File: config.mk
export PLATFORM = sky130hd
export DESIGN_NAME = vend_txn_ctrl
export DESIGN_NICKNAME = d
export VERILOG_FILES = /design/src/rtl/vend_txn_ctrl.sv
export SDC_FILE = /design/constraint.sdc
export NUM_CORES = 1
export LEC_CHECK = 0
export ABC_AREA = 1
export BUFFER_PORTS_ARGS = -buffer_cell sky130_fd_sc_hd__buf_2
export CAP_MARGIN = 20
export CORE_AREA = 10 10 76 127
export CTS_BUF_LIST = sky130_fd_sc_hd__clkbuf_16
export DETAILED_ROUTE_END_ITERATION = 6
export DIE_AREA = 0 0 86 137
export PLACE_DENSITY = 0.64
export SLEW_MARGIN = 20
export SYNTH_ARGS = -nofsm -noshare
export SYNTH_HDL_FRONTEND = slang
export SYNTH_SLANG_ARGS = --single-unit
File: constraint.sdc
create_clock -name clk -period 4.4 [get_ports clk]
set_input_delay 0.44 -clock clk [delete_from_list [all_inputs] [get_ports clk]]
set_output_delay 0.44 -clock clk [all_outputs]
set_load 0.05 [all_outputs]
File: src/rtl/vend_txn_ctrl.sv
// Vending transaction sequencer: coin credit, selection validation against price
// and stock, dispense handshake, and unit-by-unit change/refund payout.
module vend_txn_ctrl #(
    parameter int INIT_STOCK = 4,
    parameter int CREDIT_MAX = 6,
    parameter int TIMEOUT    = 32
) (
    input  logic       clk,
    input  logic       rst,
    input  logic       coin_vld,
    input  logic [1:0] coin,
    input  logic       sel_vld,
    input  logic [1:0] choice,
    input  logic       cancel,
    input  logic       restock,
    input  logic       disp_ack,
    output logic       disp_req,
    output logic [1:0] disp_prd,
    output logic       chg_pulse,
    output logic       coin_rej,
    output logic       sold_out,
    output logic       short_fund,
    output logic       busy,
    output logic [3:0] credit
);

    typedef enum logic [1:0] {
        S_IDLE,
        S_COLLECT,
        S_VEND,
        S_CHANGE
    } state_t;

    localparam int             TW        = $clog2(TIMEOUT + 1);
    localparam logic [TW-1:0]  TMR_END   = TW'(TIMEOUT);
    localparam logic [4:0]     CMAX      = 5'(CREDIT_MAX);
    localparam logic [3:0]     SLOT_INIT = 4'(INIT_STOCK);

    state_t        state_q, state_d;
    // rem_q counts pulses still owed after the one currently on chg_pulse.
    logic [3:0]    rem_q, rem_d;
    logic [TW-1:0] tmr_q, tmr_d;
    logic [3:0]    stock_q [4];
    logic [3:0]    stock_d [4];

    logic [3:0] credit_d;
    logic [1:0] prd_d;
    logic       chg_d, rej_d, sold_d, short_d;
    logic [1:0] coin_units;
    logic [4:0] credit_sum;
    logic [2:0] price;
    logic       coin_ok, refund;

    // NOTE: every signal gets a default at the top so no path leaves it unassigned (no latches).
    always_comb begin
        state_d  = state_q;
        rem_d    = rem_q;
        tmr_d    = tmr_q;
        stock_d  = stock_q;
        credit_d = credit;
        prd_d    = disp_prd;
        chg_d    = 1'b0;
        rej_d    = coin_vld;
        sold_d   = 1'b0;
        short_d  = 1'b0;
        coin_ok  = 1'b0;
        refund   = 1'b0;

        coin_units = (coin == 2'b01) ? 2'd1 : (coin == 2'b10) ? 2'd2 : 2'd0;
        credit_sum = {1'b0, credit} + {3'b000, coin_units};
        price      = {1'b0, choice} + 3'd1;

        case (state_q)
            S_IDLE, S_COLLECT: begin
                if (state_q == S_COLLECT)
                    tmr_d = tmr_q + 1'b1;

                if (restock && state_q == S_IDLE && stock_q[choice] != 4'hF)
                    stock_d[choice] = stock_q[choice] + 4'd1;

                if (cancel) begin
                    refund = (state_q == S_COLLECT);
                end else begin
                    coin_ok = coin_vld && (coin_units != 2'd0) && (credit_sum <= CMAX);
                    if (coin_ok) begin
                        rej_d    = 1'b0;
                        credit_d = credit_sum[3:0];
                        state_d  = S_COLLECT;
                        tmr_d    = '0;
                    end

                    if (sel_vld) begin
                        tmr_d = '0;
                        // A coin or an IDLE restock in the same cycle swallows the selection.
                        if (!coin_vld && !(restock && state_q == S_IDLE)) begin
                            if (stock_q[choice] == 4'd0) begin
                                sold_d = 1'b1;
                            end else if (credit < {1'b0, price}) begin
                                short_d = 1'b1;
                            end else begin
                                prd_d           = choice;
                                rem_d           = credit - {1'b0, price};
                                stock_d[choice] = stock_q[choice] - 4'd1;
                                credit_d        = 4'd0;
                                state_d         = S_VEND;
                            end
                        end
                    end

                    if (state_q == S_COLLECT && !coin_ok && !sel_vld && tmr_q == TMR_END)
                        refund = 1'b1;
                end

                if (refund) begin
                    state_d  = S_CHANGE;
                    chg_d    = 1'b1;
                    rem_d    = credit - 4'd1;
                    credit_d = 4'd0;
                    tmr_d    = '0;
                end
            end

            S_VEND: begin
                if (disp_ack) begin
                    if (rem_q != 4'd0) begin
                        state_d = S_CHANGE;
                        chg_d   = 1'b1;
                        rem_d   = rem_q - 4'd1;
                    end else begin
                        state_d = S_IDLE;
                    end
                end
            end

            S_CHANGE: begin
                if (rem_q != 4'd0) begin
                    chg_d = 1'b1;
                    rem_d = rem_q - 4'd1;
                end else begin
                    state_d = S_IDLE;
                end
            end

            default: state_d = S_IDLE;
        endcase
    end

    // NOTE: the stock slots are a handful of flops, so they are reset like any other state.
    always_ff @(posedge clk or posedge rst) begin
        if (rst) begin
            state_q    <= S_IDLE;
            rem_q      <= '0;
            tmr_q      <= '0;
            for (int i = 0; i < 4; i++)
                stock_q[i] <= SLOT_INIT;
            credit     <= '0;
            disp_prd   <= '0;
            disp_req   <= 1'b0;
            chg_pulse  <= 1'b0;
            coin_rej   <= 1'b0;
            sold_out   <= 1'b0;
            short_fund <= 1'b0;
            busy       <= 1'b0;
        end else begin
            state_q    <= state_d;
            rem_q      <= rem_d;
            tmr_q      <= tmr_d;
            stock_q    <= stock_d;
            credit     <= credit_d;
            disp_prd   <= prd_d;
            disp_req   <= (state_d == S_VEND);
            chg_pulse  <= chg_d;
            coin_rej   <= rej_d;
            sold_out   <= sold_d;
            short_fund <= short_d;
            busy       <= (state_d == S_VEND) || (state_d == S_CHANGE);
        end
    end

endmodule

# Word level (Yosys, flattened, before mapping)
# Index checks and enable logic that the tools add are counted.
[word_totals]
ff_bits = 40
latch_bits = 0
mem_bits_rw = 0
rom_bits = 0
inputBits = 11
memories = 0
[classes]
addsub = 8
mul = 0
div_mod_pow = 0
n_lt_le_gt_ge = 4
n_eq_ne = 16
shift = 0
muxes = 69
bitwise_logic = 4
n_reduce_logical = 22
[op_table]
columns = ["operator", "n"]
rows = [
  ["$mux W16", 7],
  ["$mux W4", 18],
  ["$bwmux W16", 2],
  ["$mux W6", 5],
  ["$mux W2", 12],
  ["$mux W1", 20],
  ["$ne A3 B2 Y1 const B", 5],
  ["$pmux W4 S3", 1],
  ["$reduce_and A6 Y1", 2],
  ["$sub A4 B1 Y4 const B", 3],
  ["$eq A2 B2 Y1 const B", 5],
  ["$logic_and A1 B1 Y1", 9],
  ["$bmux W4 S2", 1],
  ["$demux W4 S2", 1],
  ["$add A6 B1 Y6 const B", 1],
  ["$eq A6 B6 Y1 const B", 1],
  ["$pmux W2 S3", 1],
  ["$add A4 B2 Y5", 1],
  ["$le A5 B3 Y1 const B", 1],
  ["$add A4 B1 Y4 const B", 1],
  ["$eq A2 B1 Y1 const B", 2],
  ["$logic_not A1 Y1", 4],
  ["$logic_not A4 Y1", 1],
  ["$lt A4 B3 Y1", 1],
  ["16 further kinds", 18],
]

# Depth between registers and ports, before layout
# Gate-level depths: netlist of the first run.
[depth]
ltp_word = 17
depth_mapped = 16
mapped_depth_nobuf = 15

# Least setup slack after synthesis of the first run
# OpenSTA, ideal clock, no wires.
[synth_path]
kind = "flip-flop to flip-flop"
from = "reg credit[1]"
to = "reg rem_q[1]"
setup_ns = 0.116
arrival_time_ns = 2.345
required_time_ns = 4.284
slack_ns = 1.938
stages_incl_launch_ff = 13
path_buffers = 1
period_less_slack_ns = 2.462
cell_sequence = "dfrtp_1 -> inv_1 -> fa_1 -> xnor2_1 -> a21oi_2 -> nand3_4 -> nand2_2 -> buf_6 -> nand2_1 -> nand3_1 -> o21ai_0 -> nand2_1 -> nand2_1"
[synth_between]
elab_chain_len = 12
elab_cells_between_ends = 26
classes_between = "3 x add/sub; 2 x order compare; 5 x eq/ne; 10 x mux; 6 x reduce/logical"
[synth_rtl]
columns = ["element", "line", "rtl"]
rows = [
  ["start, declared", "24", "output logic [3:0] credit"],
  ["start signal, assigned", "169", "credit <= credit_d;"],
  ["$add A4 B2 Y5", "70", "credit_sum = {1'b0, credit} + {3'b000, coin_units};"],
  ["$le A5 B3 Y1", "84", "coin_ok = coin_vld && (coin_units != 2'd0) && (credit_sum <= CMAX);"],
  ["$logic_and A1 B1 Y1", "84", ""],
  ["$logic_not A1 Y1", "110", "if (state_q == S_COLLECT && !coin_ok && !sel_vld && tmr_q == TMR_END)"],
  ["$logic_and A1 B1 Y1 (3 in a row)", "110", ""],
  ["$mux W1", "110", ""],
  ["$mux W1", "81", "if (cancel) begin"],
  ["$mux W1", "73", "case (state_q)"],
  ["$ne A3 B2 Y1 (no line) or $mux W4 (tied branches)", "--", ""],
  ["$reduce_and A6 Y1 (no line) or $pmux W4 S3 (tied branches)", "--", ""],
  ["end signal, assigned", "166", "rem_q <= rem_d;"],
  ["end, declared", "41", "logic [3:0] rem_q, rem_d;"],
]
# Several ways; a longest one is shown, not always the timed one. The select of a mux whose other input is x is not followed.
# A chain may end at the register's enable or synchronous reset.

# Final worst setup path of the first run
[layout_path]
from = "reg credit[1]"
to = "reg rem_q[2]"
# Same word-level chain as after synthesis.

==> qor.yml, run 1 <==
hold_class: "primary input to async pin"
yosysTopAreaCellShare: 0.294
synthDistinctLibCells: 42
yosys.area_share.simple: 0.388
first_pass_iters: 4
synth_seq_area_share: 0.328
clockBufferDepth: 2
p_leak_nw: 1.78
nNetsFinal: 478
gp_congestion: 0.929
ys_top_cells_by_count: "131 x nand2_1, 46 x nand3_1, 43 x inv_1"
synth_xor_area_frac: 0.0400
start_util: 0.408
rsz0062_at_grt: "false"
cts_tree: "built"
finalMaxSlewViolations: 0
clock_latency_ns: 0.29
vdd_drop_max_mv: 0.240
cp_max_fo: 11
synthCells: 427
hold_viol_final: 0
path_delay_family: "simple AND/OR/NAND/NOR gates"
setup_tns_ns: 0
area_delta_synth_final_pct: 10.2
vias: 2800
worstSetupStartpointType: "flip-flop"
finalCritPeriodShare: 0.558
synth_nets: 457
io_pins: 23
antenna_found_initial: 0
track_usage: 0.145
finalSetupViolCount: 0
grt_start_max_net_pins: 41
die_h_microns: 137
synth-seq-cells: 40
io_buffers: 22
die_width_microns: 86
drv_cap: 0
crit_arrival_ns: 2.64
muxShareOfSynthArea: 0.00326
ctsResizeCount: 0
cts.sinks: 40
synth_compound_area_frac: 0.0730
synth_ff_type: "dfrtp_1"
dp.cells: 529
avgSynthCellArea_sq_um: 7.19
wire_per_inst_microns: 15.1
synth_top_family_by_area: "simple AND/OR/NAND/NOR gates"
diodes: 0
worst_pin_slew_ns: 0.506
synthTopCellsByArea: "dfrtp_1 29%, nand2_1 16%, nand3_1 7.5%"
crit_chain: "inv_1 > fa_1 > xnor2_1 > a21oi_2 > nand3_4 > nand2_2 > nand2_1 > o21ai_2 > inv_2 > nand2_1 > nand2_1"
placeableCoreArea_sq_um: 7510
drive_gt1_frac: 0.158
synth-edff-count: 0
dpl.hpwl_mm: 6.37
slowest_stage: "dfrtp_1"
grt_pass1_wl_mm: 13.5
max_freq_ghz: 0.407
r2r_start: "credit[1]$_DFFE_PP0P_"
clkTransAtPathRegs_ns: 0.06
status: "finished, final reports clean"
cp-startpoint: "credit[1]$_DFFE_PP0P_"
drt-initial-drc-count: 180
crit_type: "flip-flop to flip-flop"
ant_nets: 0
skew_ns: 0.00472
htreeDepth: 2
cpPeakStageDelay_ns: 0.52
vias_per_cell: 5.21
cp_num_buf_inv: 2
min_period_ns: 2.46
grt-ovfl-total: 0
wl_mm: 8.09
yosys_warnings: 0
postCtsHoldBufs: 0
cp.required_ns: 4.58
end_kind: "flip-flop"
synth_adder_area_share: 0.0823
fin_util: 0.450
power.density_nw_per_um2: 631
fillers: 771
synthArstFlopShare: 1.00
dieArea_sq_um: 11800
cts_setup_buffers: 0
grt_pass1_vias: 2873
crit_top_cell: "nand2_1"
yosys.area.top_type: "dfrtp_1"
yosysMostFrequentCell: "nand2_1"
maxSlewHeadroom: 0.660
syn_area_sq_um: 3070
core.rowCount: 42
stdcell_count: 537
clock_tree.root_cell: "clkbuf_16"
drc: 0
cts_buffers: 5
[per-layer routing]
metal	track usage	wire, microns	up-vias
li1	-	-	1406
met1	0.138	2970	1319
met2	0.276	4580	56
met3	0.0167	165	19
met4	0.100	371	0
met5	0	0	-
[layout by cell type (no fill, tap or decap), drive strengths merged]
master | netlist | layout
xnor2 | 3 | 3
a31oi | 2 | 2
clkinv | 0 | 1
dfstp | 4 | 4
nand2 | 141 | 141
clkinvlp | 0 | 1
and3b | 1 | 1
xor2 | 11 | 11
nand4 | 10 | 10
nand3 | 50 | 50
buf | 8 | 24
dfrtp | 36 | 36
ha | 17 | 17
nor4 | 2 | 2
o211ai | 1 | 1
a21oi | 12 | 12
o21ai | 18 | 18
inv | 52 | 53
o21bai | 1 | 1
nor3 | 5 | 5
mux2i | 1 | 1
nor2 | 46 | 46
clkbuf | 2 | 5
o22ai | 2 | 2
fa | 2 | 2
[worst paths after layout]
check,end,depth (start not counted),slack [ns]
max in group asynchronous,stock_q[6]$_DFFE_PP1N_,3,3.75
min,tmr_q[3]$_DFFE_PP0N_,3,0.27
min reg2reg,stock_q[4]$_DFFE_PP0N_,2,0.49
max,rem_q[2]$_DFFE_PP0P_,11,1.94
max reg2reg,rem_q[2]$_DFFE_PP0P_,11,1.94
min in group clk,coin_rej$_DFF_PP0_,3,0.47
[flip-flops by register name (all words and copies together) (netlist names)]
register    flops
busy            1
chg_pulse       1
coin_rej        1
credit          4
disp_prd        2
disp_req        1
rem_q           4
short_fund      1
sold_out        1
state_q         2
stock_q        16
tmr_q           6
[kinds of logic (layout without fill, tap and decap cells)]
| kind of cell | count (synthesis) | in the layout |
|---|---|---|
| AO/OA/AOI/OAI | 36 | 36 |
| XOR/XNOR | 14 | 14 |
| adder cells (fa/ha/maj) | 19 | 19 |
| buffers and inverters | 62 | 84 |
| flip-flops | 40 | 40 |
| multiplexers | 1 | 1 |
| AND/OR/NAND/NOR | 255 | 255 |
[per-stage QoR]
stage	hold slack, ns	area (sq um)	setup slack, ns	total power [W]
after detailed placement	0.489	3240	1.67	0.00178
after floorplan	0.453	3070	1.94	0.00150
after global routing	0.339	3380	1.69	0.00231
after CTS	0.305	3380	1.94	0.00215
final	0.270	3380	1.94	0.00213
after global placement	0.473	3240	1.74	0.00176
[final cells by class]
class	count	area, sq um	share of cell area
multi-input cells	325	1800	0.532
flip-flops and latches	40	1010	0.297
inverters	52	195	0.0577
clock buffers	5	125	0.0370
repair buffers	24	125	0.0370
well taps	88	110	0.0326
clock inverters	3	20.0	0.00592
[tightest hold or removal path: stages]
cell and delay (ns):
buf_2 0.10, inv_1 0.04, buf_4 0.43
[where the power goes]
part | internal, W | switching (W)
logic | 0.000355 | 0.000780
clock network | 0.000209 | 0.000152
registers | 0.000511 | 0.000127
(Power assumes the default switching activity.)
==> run 2: changes to the inputs <==
==> constraint.sdc (replaced) <==
create_clock -name clk -period 2.45 [get_ports clk]
set_input_delay 0.245 -clock clk [delete_from_list [all_inputs] [get_ports clk]]
set_output_delay 0.245 -clock clk [all_outputs]
set_load 0.05 [all_outputs]
==> run 2 against run 1 <==
Net effect:
- clock power up 85%
- sequential share of layout area down 0.61 points
- highest routed layer unchanged
- hold slack worse by 0.19 ns
- cell area up 2.2%
==> qor.yml, run 2 (synthesized netlist as in run 1, its figures left out) <==
largest_reg_flops: 16
regMostFlops: "stock_q"
drv_cap: 0
htreeDepth: 2
fin_ws_ns: 0.177
nNetsFinal: 487
place_ws_ns: 0.0249
r2r_start: "credit[1]$_DFFE_PP0P_"
rsz0062_at_grt: "false"
power.density_nw_per_um2: 1120
worstReg2RegEnd: "disp_req$_DFF_PP0_"
clock_latency_ns: 0.29
maxSlewHeadroom: 0.646
finalCritPeriodShare: 0.928
cp_max_fo: 7
cp_num_buf_inv: 2
cts_tree: "built"
cts.sinks: 40
setup_tns_ns: 0
dpl.hpwl_mm: 6.20
final_cell_mix: "130 x nand2_1, 46 x nand3_1, 43 x inv_1"
finalSetupViolCount: 0
crit_type: "flip-flop to flip-flop"
drt-initial-drc-count: 177
hold_viol_final: 0
gp_congestion: 0.946
start_util: 0.408
cts_buffers: 5
area_delta_synth_final_pct: 12.6
postCtsHoldBufs: 0
clkTransAtPathRegs_ns: 0.06
diodes: 0
wl_mm: 8.09
p_leak_nw: 1.82
antenna_found_initial: 0
drive_gt1_frac: 0.179
vdd_drop_max_mv: 0.531
worst_pin_slew_ns: 0.532
finalMaxSlewViolations: 0
io_buffers: 22
fillers: 766
grt_pass1_wl_mm: 13.8
grt-ovfl-total: 0
first_pass_iters: 5
reg_top3: "stock_q (16), tmr_q (6)"
final_common_cell: "nand2_1"
drc: 0
dieArea_sq_um: 11800
clock_tree.root_cell: "clkbuf_16"
hold_class: "primary input to async pin"
crit_chain: "inv_1 > fa_1 > xnor2_1 > a21oi_2 > nand2_2 > inv_1 > nand3_1 > nand2_1 > nand2_1 > nand2_1 > nor2_1"
max_freq_ghz: 0.440
ant_nets: 0
track_usage: 0.147
end_kind: "flip-flop"
grt_start_max_net_pins: 41
cp.required_ns: 2.64
crit_top_cell: "nand2_1"
grt_pass1_vias: 2955
crit_arrival_ns: 2.46
cpPeakStageDelay_ns: 0.47
status: "finished, final reports clean"
io_pins: 23
skew_ns: 0.00593
wire_per_inst_microns: 14.8
die_width_microns: 86
ff2ff_setup_slack_ns: 0.18
die_h_microns: 137
vias_per_cell: 5.25
core.rowCount: 42
slowest_stage: "fa_1"
r2r_cells: 11
clockBufferDepth: 2
placeableCoreArea_sq_um: 7510
worstSetupStartpointType: "flip-flop"
min_period_ns: 2.27
vias: 2867
path_delay_family: "simple AND/OR/NAND/NOR gates"
-- run 2: cell types whose count changed in the layout (fill, tap and decap cells not counted) --
cell,before,now
inv_1,44,43
nand2_4,1,2
clkinv_4,1,0
nand2_1,131,130
dfrtp_2,0,1
buf_4,2,11
clkinvlp_4,1,2
clkinv_1,0,1
dfrtp_1,36,35
-- run 2: how the worst max path moves through the flow --
stage	start	depth (start not counted)	endpoint	slack, ns
2_1_floorplan	credit[0]$_DFFE_PP0P_	13	rem_q[1]$_DFFE_PP0P_	0.02
3_3_place_gp	coin[1]	15	disp_req$_DFF_PP0_	0.11
3_5_place_dp	coin[1]	15	disp_req$_DFF_PP0_	0.02
4_1_cts	credit[1]$_DFFE_PP0P_	11	rem_q[2]$_DFFE_PP0P_	0.15
5_1_grt	credit[1]$_DFFE_PP0P_	11	rem_q[0]$_DFFE_PP0P_	0.007
6_report	credit[1]$_DFFE_PP0P_	11	disp_req$_DFF_PP0_	0.18
-- run 2: what timing repair did --
item / in CTS / in global routing
endpoints found under the setup margin: 0 / 5
gates resized for setup: 0 / 2
hold endpoints to repair: 0 / 0
buffers inserted: 0 / 0
-- run 2: cell type report --
class	count	area, sq um	area share
multi-input cells	325	1810	0.523
inverters	52	195	0.0565
clock buffers	5	125	0.0362
flip-flops and latches	40	1010	0.291
repair buffers	33	193	0.0557
well taps	88	110	0.0318
clock inverters	3	18.8	0.00543
-- run 2: power breakdown --
| part | internal (W) | total, W | switching [W] |
|---|---|---|---|
| combinational | 0.000675 | 0.00206 | 0.00139 |
| clock | 0.000374 | 0.000667 | 0.000292 |
| sequential | 0.000918 | 0.00114 | 0.000221 |
| total | 0.00197 | 0.00387 | 0.00190 |
-- run 2: through the flow --
step	area, sq um	util	hold WS [ns]	total power [W]	std cells
after floorplan	3070	-	0.349	0.00270	427
after global placement	3310	0.440	0.403	0.00318	538
after detailed placement	3310	0.440	0.413	0.00320	538
after CTS	3450	0.459	0.0980	0.00388	546
after global routing	3460	0.460	0.140	0.00421	546
final	3460	0.460	0.0754	0.00387	546
-- run 2: metal layers --
metal,vias up,wire length (microns),global-route usage
met5,-,0,0
met4,0,268,0.0790
met3,17,142,0.0161
met2,62,4580,0.287
met1,1366,3100,0.142
li1,1422,-,-
-- run 2: worst reg2reg max path, cell delays in order (launching register included) --
cell and delay [ns]:
dfrtp_2 0.46, inv_1 0.13, fa_1 0.47, xnor2_1 0.17
a21oi_2 0.26, nand2_2 0.12, inv_1 0.13, nand3_1 0.10
nand2_1 0.13, nand2_1 0.07, nand2_1 0.08, nor2_1 0.05
